### config.mk
export PLATFORM = sky130hd
export DESIGN_NAME = sine_voice_scheduler_flat
export DESIGN_NICKNAME = d
export VERILOG_FILES = /design/src/rtl/sine_voice_scheduler_if.sv /design/src/rtl/sine_voice_scheduler.sv /design/src/flat_wrapper.sv
export SDC_FILE = /design/constraint.sdc
export NUM_CORES = 1
export LEC_CHECK = 0
export BUFFER_PORTS_ARGS = -buffer_cell sky130_fd_sc_hd__buf_2
export CAP_MARGIN = 20
export CORE_MARGIN = 4
export CORE_UTILIZATION = 57
export CTS_BUF_LIST = sky130_fd_sc_hd__clkbuf_16
export DETAILED_ROUTE_END_ITERATION = 12
export PLACE_DENSITY_LB_ADDON = 0.12
export SLEW_MARGIN = 15
export SYNTH_ARGS = -nofsm -noshare
export SYNTH_HDL_FRONTEND = slang
export SYNTH_SLANG_ARGS = --single-unit
### constraint.sdc
create_clock -name clk -period 3.03 [get_ports clk]
set_input_delay 0.4545 -clock clk [delete_from_list [all_inputs] [get_ports clk]]
set_output_delay 0.4545 -clock clk [all_outputs]
set_load 0.02 [all_outputs]
### src/rtl/sine_voice_scheduler_if.sv
// Bus bundle for sine_voice_scheduler: sample tick, voice config port, sine pipeline
// handshake and mixed-sample outputs. The master side owns the timebase, the config
// writes and the shared sine pipeline; the slave side is the scheduler itself.
interface sine_voice_scheduler_if #(
  parameter int unsigned VOICE_W = 3
) ();
  logic               sample_tick;
  logic               cfg_we;
  logic [VOICE_W-1:0] cfg_voice;
  logic [15:0]        cfg_inc;
  logic               cfg_gate;
  logic [15:0]        sine_phase;
  logic [15:0]        sine_val;
  logic [15:0]        mix_out;
  logic               mix_valid;
  logic               busy;
  logic               overrun;

  modport master (
    output sample_tick, cfg_we, cfg_voice, cfg_inc, cfg_gate, sine_val,
    input  sine_phase, mix_out, mix_valid, busy, overrun
  );

  modport slave (
    input  sample_tick, cfg_we, cfg_voice, cfg_inc, cfg_gate, sine_val,
    output sine_phase, mix_out, mix_valid, busy, overrun
  );
endinterface

### src/rtl/sine_voice_scheduler.sv
// Time-multiplexes one shared sine pipeline across NUM_VOICES phase-accumulator voices.
// Each sample tick issues every voice's phase in turn, collects the returned sine values
// into a signed accumulator and strobes out one mixed sample.
// Optional build macro SINE_VOICE_SCHED_SATURATE_EN: mix is the clipped sum instead of
// the average (accumulator >>> VOICE_W).
module sine_voice_scheduler #(
  parameter int unsigned NUM_VOICES = 8,
  parameter int unsigned VOICE_W    = 3,
  parameter int unsigned PIPE_LAT   = 3
) (
  input logic                   clk,
  input logic                   reset_n,
  sine_voice_scheduler_if.slave bus
);

  localparam int unsigned ACC_W = 16 + VOICE_W;
  localparam int unsigned DW    = $clog2(PIPE_LAT) + 1;

  typedef enum logic [1:0] {StIdle, StIssue, StDrain, StDone} state_e;

  state_e                    state_q, state_d;
  logic [VOICE_W-1:0]        idx_q, idx_d;
  logic [DW-1:0]             drain_q, drain_d;
  logic                      issue, clear_acc, load_mix;

  logic [15:0]               phase_q [NUM_VOICES];
  logic [15:0]               phase_d [NUM_VOICES];
  logic [15:0]               inc_q   [NUM_VOICES];
  logic [15:0]               inc_d   [NUM_VOICES];
  logic [NUM_VOICES-1:0]     gate_q, gate_d;

  logic [15:0]               sine_phase_q, sine_phase_d;
  // Entry 0 sits alongside sine_phase; entry PIPE_LAT lines up with the returned sine_val.
  logic [PIPE_LAT:0]         tag_valid_q, tag_valid_d;
  logic [PIPE_LAT:0]         tag_gate_q, tag_gate_d;

  logic signed [ACC_W-1:0]   acc_q, acc_d, acc_sum, contrib;
  logic [15:0]               mix_q, mix_d, mix_res;
  logic                      mix_valid_q, mix_valid_d;
  logic                      overrun_q, overrun_d;

  // State register.
  always_ff @(posedge clk or negedge reset_n) begin
    if (!reset_n) begin
      state_q <= StIdle;
      idx_q   <= '0;
      drain_q <= '0;
    end else begin
      state_q <= state_d;
      idx_q   <= idx_d;
      drain_q <= drain_d;
    end
  end

  // Frame sequencing: issue every voice, wait out the pipeline, then publish the mix.
  always_comb begin
    state_d   = state_q;
    idx_d     = idx_q;
    drain_d   = drain_q;
    issue     = 1'b0;
    clear_acc = 1'b0;
    load_mix  = 1'b0;
    unique case (state_q)
      StIdle: begin
        if (bus.sample_tick) begin
          state_d   = StIssue;
          idx_d     = '0;
          clear_acc = 1'b1;
        end
      end
      StIssue: begin
        issue = 1'b1;
        if (idx_q == VOICE_W'(NUM_VOICES - 1)) begin
          state_d = StDrain;
          drain_d = '0;
        end else begin
          idx_d = idx_q + 1'b1;
        end
      end
      StDrain: begin
        if (drain_q == DW'(PIPE_LAT - 1)) begin
          state_d = StDone;
        end else begin
          drain_d = drain_q + 1'b1;
        end
      end
      StDone: begin
        load_mix = 1'b1;
        state_d  = StIdle;
      end
      default: state_d = StIdle;
    endcase
  end

  // Voice table, issue register, tag pipe, accumulator and output next-state.
  always_comb begin
    for (int v = 0; v < int'(NUM_VOICES); v++) begin
      phase_d[v] = phase_q[v];
      inc_d[v]   = inc_q[v];
      gate_d[v]  = gate_q[v];
      if (issue && idx_q == VOICE_W'(v) && gate_q[v]) begin
        phase_d[v] = phase_q[v] + inc_q[v];
      end
      // Config lands after the issue update so a gate-off clear beats the increment.
      if (bus.cfg_we && bus.cfg_voice == VOICE_W'(v)) begin
        inc_d[v]  = bus.cfg_inc;
        gate_d[v] = bus.cfg_gate;
        if (gate_q[v] && !bus.cfg_gate) begin
          phase_d[v] = '0;
        end
      end
    end

    sine_phase_d = issue ? phase_q[idx_q] : sine_phase_q;
    tag_valid_d  = {tag_valid_q[PIPE_LAT-1:0], issue};
    tag_gate_d   = {tag_gate_q[PIPE_LAT-1:0], gate_q[idx_q]};

    contrib = (tag_valid_q[PIPE_LAT] && tag_gate_q[PIPE_LAT]) ?
              {{VOICE_W{bus.sine_val[15]}}, bus.sine_val} : '0;
    acc_sum = acc_q + contrib;

    if (clear_acc) begin
      acc_d = '0;
    end else if (tag_valid_q[PIPE_LAT]) begin
      acc_d = acc_sum;
    end else begin
      acc_d = acc_q;
    end

`ifdef SINE_VOICE_SCHED_SATURATE_EN
    if (acc_sum[ACC_W-1:15] != {(ACC_W - 15){acc_sum[ACC_W-1]}}) begin
      mix_res = acc_sum[ACC_W-1] ? 16'h8000 : 16'h7FFF;
    end else begin
      mix_res = acc_sum[15:0];
    end
`else
    mix_res = 16'(acc_sum >>> VOICE_W);
`endif

    // The last voice's sample arrives during DONE, so the mix uses acc_sum, not acc_q.
    mix_d       = load_mix ? mix_res : mix_q;
    mix_valid_d = load_mix;
    overrun_d   = overrun_q | (bus.sample_tick && state_q != StIdle);
  end

  // Datapath registers.
  always_ff @(posedge clk or negedge reset_n) begin
    if (!reset_n) begin
      for (int v = 0; v < int'(NUM_VOICES); v++) begin
        phase_q[v] <= '0;
        inc_q[v]   <= '0;
      end
      gate_q       <= '0;
      sine_phase_q <= '0;
      tag_valid_q  <= '0;
      tag_gate_q   <= '0;
      acc_q        <= '0;
      mix_q        <= '0;
      mix_valid_q  <= 1'b0;
      overrun_q    <= 1'b0;
    end else begin
      for (int v = 0; v < int'(NUM_VOICES); v++) begin
        phase_q[v] <= phase_d[v];
        inc_q[v]   <= inc_d[v];
      end
      gate_q       <= gate_d;
      sine_phase_q <= sine_phase_d;
      tag_valid_q  <= tag_valid_d;
      tag_gate_q   <= tag_gate_d;
      acc_q        <= acc_d;
      mix_q        <= mix_d;
      mix_valid_q  <= mix_valid_d;
      overrun_q    <= overrun_d;
    end
  end

  assign bus.sine_phase = sine_phase_q;
  assign bus.mix_out    = mix_q;
  assign bus.mix_valid  = mix_valid_q;
  assign bus.busy       = (state_q != StIdle);
  assign bus.overrun    = overrun_q;

endmodule

### src/flat_wrapper.sv
// flat-port wrapper written by rule: the top's interface ports become plain ports
module sine_voice_scheduler_flat 
#(
  parameter int unsigned NUM_VOICES = 8,
  parameter int unsigned VOICE_W    = 3,
  parameter int unsigned PIPE_LAT   = 3
)
  (clk, reset_n, bus_sample_tick, bus_cfg_we, bus_cfg_voice, bus_cfg_inc, bus_cfg_gate, bus_sine_val, bus_sine_phase, bus_mix_out, bus_mix_valid, bus_busy, bus_overrun);
  sine_voice_scheduler_if #(.VOICE_W(VOICE_W)) bus_i ();
  input logic clk;
  input logic reset_n;
  input wire logic [$bits(bus_i.sample_tick)-1:0] bus_sample_tick;
  input wire logic [$bits(bus_i.cfg_we)-1:0] bus_cfg_we;
  input wire logic [$bits(bus_i.cfg_voice)-1:0] bus_cfg_voice;
  input wire logic [$bits(bus_i.cfg_inc)-1:0] bus_cfg_inc;
  input wire logic [$bits(bus_i.cfg_gate)-1:0] bus_cfg_gate;
  input wire logic [$bits(bus_i.sine_val)-1:0] bus_sine_val;
  output wire logic [$bits(bus_i.sine_phase)-1:0] bus_sine_phase;
  output wire logic [$bits(bus_i.mix_out)-1:0] bus_mix_out;
  output wire logic [$bits(bus_i.mix_valid)-1:0] bus_mix_valid;
  output wire logic [$bits(bus_i.busy)-1:0] bus_busy;
  output wire logic [$bits(bus_i.overrun)-1:0] bus_overrun;
  assign bus_i.sample_tick = bus_sample_tick;
  assign bus_i.cfg_we = bus_cfg_we;
  assign bus_i.cfg_voice = bus_cfg_voice;
  assign bus_i.cfg_inc = bus_cfg_inc;
  assign bus_i.cfg_gate = bus_cfg_gate;
  assign bus_i.sine_val = bus_sine_val;
  assign bus_sine_phase = bus_i.sine_phase;
  assign bus_mix_out = bus_i.mix_out;
  assign bus_mix_valid = bus_i.mix_valid;
  assign bus_busy = bus_i.busy;
  assign bus_overrun = bus_i.overrun;
  sine_voice_scheduler #(.NUM_VOICES(NUM_VOICES), .VOICE_W(VOICE_W), .PIPE_LAT(PIPE_LAT)) u_core (.clk(clk), .reset_n(reset_n), .bus(bus_i));
endmodule
==> key figures <==
Timing
  • Number of max-slew violations in the final report: 0
  • Min setup slack post-route: 0.0658 ns
  • TNS Setup: 0 ns
  • Finish-stage setup viols: 0
  • Fmax: 0.337 GHz
  • Worst-Margin Slew: 0.947 ns
  • Worst hold-check slack: 0.268 ns
  • Final critical-path required period: 2.96 ns
  • Layout Skew: 0.0217 ns
  • Final Cycle Share: 97.8%
  • Relative slew slack: 36.9%
  • Hold Fails Final Rpt: 0

Setup path
  • Worst r2r src: u_core.tag_valid_q[3]
  • Category of the worst setup path capture point: flop
  • Destination of the worst register-to-register timing path: u_core.acc_q[18]
  • Length in cells of the worst reg-to-reg path: 11
  • Cell at the slowest stage of the critical path: sky130_fd_sc_hd__a2111oi_4
  • Category of the most critical setup path: reg2reg
  • CP Data Arrival Time: 3.41 ns
  • Worst setup SP type: flop
  • Worst setup slack for register-to-register paths: 0.07 ns
  • Number of buffer and inverter stages on the critical path: 1
  • Cell family contributing the most delay on the critical path: compound AO/OA/AOI/OAI gates
  • Cell seen most often among critical-path stages: sky130_fd_sc_hd__a21oi_2
  • Req. time, crit path: 3.48 ns
  • List of cells traversed by the critical path: buf_4 > and3_1 > ha_2 > a211oi_2 > o21ai_2 > a2111oi_4 > nor2_2 > a21oi_2 > xor2_2 > or3_1 > a21oi_2
  • Highest net fanout along the worst path: 10
  • Max stage delay on crit path: 0.44 ns

Final layout
  • Synthesis-to-layout area growth: 11.7%
  • Total of fill cells in the finished design: 2702
  • Core Util, Final: 65.0%
  • Proportion of layout cells with a drive suffix above 1: 19.1%
  • Fin nets: 2267
  • Area taken by flip-flops and latches: 0.00833 mm²
  • Combined area of the multi-input logic cells: 0.0115 mm²
  • Diode insertion count for antenna repair: 0

Clock network
  • Cts bufs inserted: 38
  • H-tree levels: 2
  • CTS tree: done
  • Clock Tree Buf Depth: 3
  • Master cell of the clock root buffer: sky130_fd_sc_hd__clkbuf_16
  • Clock latency reported for the late side of the worst-skew pair: 0.54 ns
  • Clock edge transition at the registers on the reported setup and hold paths: 0.06 ns
  • Clock Sink Count: 333

Route
  • Number of nets with antenna violations after routing: 0
  • Sum of routed wire length over all layers: 52200 µm
  • DR vias: 15600
  • Number of optimization iterations in the first detailed-route pass: 5
  • Iteration-0 DRC count of the detailed router: 1140
  • Mean number of vias per cell: 6.14
  • Post-DR wirelength/cell: 20.5 µm
  • Drt drc: 0

Die
  • Overall die width: 196 µm
  • Effective utilization at floorplan: 58.2%
  • Number of top-level design ports: 75
  • Core Footprint: 0.0347 mm²
  • Placement Rows: 68
  • Die Area: 0.0385 mm²
  • Die height: 196 µm

Power and ir drop
  • Int Pwr: 0.0148 W
  • Switching power as a share of total power: 41.3%
  • Overall power of the completed layout: 0.0252 W
  • Flop pwr share: 31.2%
  • Share of total power in the clock network: 18.9%
  • Reported leakage power: 10.4 nW
  • Switching power of the nets: 0.0104 W
  • Comb power frac: 49.9%
  • Pwr per Cell Area: 1120 mW/mm²
  • Worst voltage drop across the vdd grid: 819 µV

Global route
  • All-Layer GR Usage: 27.0%
  • Via count of the first global-routing pass: 14900
  • Initial antenna violation count: 0
  • First-pass GRT wire length: 82800 µm
  • Remaining global-route overflow: 0
  • Pin count of the biggest net entering global routing: 68

Run
  • MaxCap Viol Count: 0

Synth
  • Cell count after synthesis: 1988
  • Synth Flop Type: sky130_fd_sc_hd__dfrtp_1
  • Mean Syn Cell Area: 10.2 µm²
  • Post-synthesis net count: 2188
  • Register bit count reported by yosys: 333
  • Cell area after synthesis: 0.0202 mm²
  • Post-synthesis async set-or-reset flop share: 100%
  • Synth warn: 0
  • Synth unique cells: 85
  • Post-synth EDFFs: 0
  • Register area share after synthesis: 41.3%

Hold path
  • Hold path cells: 2
  • Path type of the worst min-delay path: in2reg
  • Worst hold path endpoint: u_core.bus.overrun
  • Beginning of the worst hold path: bus_sample_tick

Placement
  • Final RePlAce weighted congestion: 0.929
  • I/O Buffers: 74
  • Worst Setup Slack post-DPL: 0.0498 ns
  • Half-perimeter wire length of the detailed placement result: 37500 µm

Status
  • Outcome: complete, no violations
## area by class of cell
| class | count | area share (%) |
|---|---|---|
| well taps | 455 | 2.52 |
| inverters | 33 | 0.549 |
| multi-input cells | 1542 | 50.8 |
| clock inverters | 24 | 1.13 |
| flip-flops and latches | 333 | 36.9 |
| clock buffers | 41 | 4.55 |
| repair buffers | 119 | 3.47 |
## Yosys cell counts (all sizes together) (4+ instances only)
cell / n / area [µm²]
dfrtp: 333 / 8330
nand2: 291 / 1090
a21oi: 193 / 973
ha: 151 / 1890
mux2: 151 / 1700
nor2: 118 / 443
o21ai: 81 / 417
xnor2: 74 / 648
clkbuf: 66 / 258
a21o: 53 / 398
mux4: 34 / 766
nor3: 33 / 191
inv: 32 / 120
and3: 31 / 194
xor2: 31 / 272
a31oi: 29 / 181
a211oi: 27 / 213
nand3: 26 / 130
mux2i: 25 / 250
o21bai: 18 / 135
or3: 16 / 100
buf: 14 / 70.1
nor3b: 14 / 115
nand2b: 13 / 81.3
o211ai: 12 / 90.1
fa: 9 / 180
nor2b: 9 / 56.3
o31ai: 8 / 70.1
and3b: 6 / 53.8
nand4: 6 / 37.5
o21a: 6 / 45.0
and2: 5 / 31.3
nand3b: 5 / 37.5
a2111oi: 4 / 61.3
a311oi: 4 / 41.3
a41oi: 4 / 42.6
nor4: 4 / 25.0
## metal layers
layer | global-route usage (%) | wire length [µm] | vias to the layer above
met5 | 0 | 0 | -
met4 | 7.37 | 1450 | 0
met2 | 39.3 | 22000 | 509
li1 | - | - | 7355
met3 | 4.84 | 4100 | 74
met1 | 41.6 | 24600 | 7698
## cells by family (layout without fill, tap and decap cells)
| logic type | Yosys count | after routing | share of synthesized area [%] |
|---|---|---|---|
| AND/OR/NAND/NOR | 593 | 593 | 13.5 |
| AO/OA/AOI/OAI | 474 | 474 | 14.7 |
| flip-flops | 333 | 333 | 41.3 |
| multiplexers | 210 | 210 | 13.5 |
| adder cells (fa/ha/maj) | 160 | 160 | 10.2 |
| buffers and inverters | 113 | 217 | 2.24 |
| XOR/XNOR | 105 | 105 | 4.55 |
## worst register-to-register path, cell delays in order (launching register included)
cell,delay [ns]
sky130_fd_sc_hd__dfrtp_1,0.42
sky130_fd_sc_hd__buf_4,0.18
sky130_fd_sc_hd__and3_1,0.19
sky130_fd_sc_hd__ha_2,0.30
sky130_fd_sc_hd__a211oi_2,0.29
sky130_fd_sc_hd__o21ai_2,0.13
sky130_fd_sc_hd__a2111oi_4,0.44
sky130_fd_sc_hd__nor2_2,0.09
sky130_fd_sc_hd__a21oi_2,0.21
sky130_fd_sc_hd__xor2_2,0.11
sky130_fd_sc_hd__or3_1,0.40
sky130_fd_sc_hd__a21oi_2,0.12
## through the flow
stage,cells,instance area [µm²]
floorplan,1988,20200
global placement,2477,21200
detailed placement,2477,21200
CTS,2543,22500
global route,2547,22600
finish,2547,22600
## placed cells by master, fill, tap and decap left out, types with 6 or more instances in the layout
cell,n
sky130_fd_sc_hd__a31oi_1,29
sky130_fd_sc_hd__o211ai_1,12
sky130_fd_sc_hd__a211oi_1,25
sky130_fd_sc_hd__o21bai_1,18
sky130_fd_sc_hd__xnor2_1,74
sky130_fd_sc_hd__o21a_1,6
sky130_fd_sc_hd__clkinv_1,6
sky130_fd_sc_hd__o31ai_1,6
sky130_fd_sc_hd__nor3_1,29
sky130_fd_sc_hd__a21o_1,53
sky130_fd_sc_hd__o21ai_1,6
sky130_fd_sc_hd__fa_1,8
sky130_fd_sc_hd__mux2i_1,25
sky130_fd_sc_hd__ha_1,148
sky130_fd_sc_hd__nor2b_1,9
sky130_fd_sc_hd__buf_2,73
sky130_fd_sc_hd__clkbuf_16,41
sky130_fd_sc_hd__inv_1,40
sky130_fd_sc_hd__buf_4,39
sky130_fd_sc_hd__mux2_2,151
sky130_fd_sc_hd__dfrtp_1,332
sky130_fd_sc_hd__nor2_1,117
sky130_fd_sc_hd__or3_1,16
sky130_fd_sc_hd__nand2b_1,13
sky130_fd_sc_hd__nand4_1,6
sky130_fd_sc_hd__and3_1,30
sky130_fd_sc_hd__mux4_2,34
sky130_fd_sc_hd__nand3_1,26
sky130_fd_sc_hd__xor2_1,30
sky130_fd_sc_hd__bufinv_16,6
sky130_fd_sc_hd__nor3b_1,11
sky130_fd_sc_hd__nand2_1,291
sky130_fd_sc_hd__o21ai_0,72
sky130_fd_sc_hd__a21oi_1,188
## how the worst max path moves through the flow
stage | startpoint | to | slack (ns) | depth (start not counted)
final | u_core.tag_valid_q[3] | u_core.acc_q[18] | 0.07 | 11
after global routing | u_core.tag_valid_q[3] | u_core.acc_q[18] | -0.05 | 11
after CTS | u_core.tag_valid_q[3] | u_core.bus.mix_out[10] | 0.09 | 11
after detailed placement | bus_sine_val[0] | u_core.acc_q[18] | 0.05 | 12
after global placement | bus_sine_val[0] | u_core.acc_q[18] | 0.06 | 12
after floorplan | u_core.tag_valid_q[3] | u_core.acc_q[18] | 0.02 | 13
## power groups by stage
stage / clock [W] / sequential [W] / combinational, W
after detailed placement: 0 / 0.00781 / 0.0123
after global routing: 0.00503 / 0.00800 / 0.0140
after floorplan: 0 / 0.00726 / 0.00972
after CTS: 0.00486 / 0.00776 / 0.0124
after global placement: 0 / 0.00775 / 0.0120
final: 0.00477 / 0.00784 / 0.0126
## repair_timing
| item | CTS | global route |
|---|---|---|
| endpoints found under the setup margin | 0 | 11 |
| hold buffers | 1 | 0 |
| buffers inserted | 0 | 4 |
| hold endpoints to repair | 62 | 0 |
| gates resized for setup | 0 | 11 |
## state kept, by name, summed over array words and instances, names as in the netlist, 4 cells and up
signal and count:
u_core.tag_valid_q 4, u_core.tag_gate_q 4, u_core.bus.mix_out 16, u_core.gate_q 8
u_core.inc_q 128, u_core.acc_q 19, u_core.phase_q 128, u_core.bus.sine_phase 16
No activity file was read; power rests on OpenSTA's default activity.
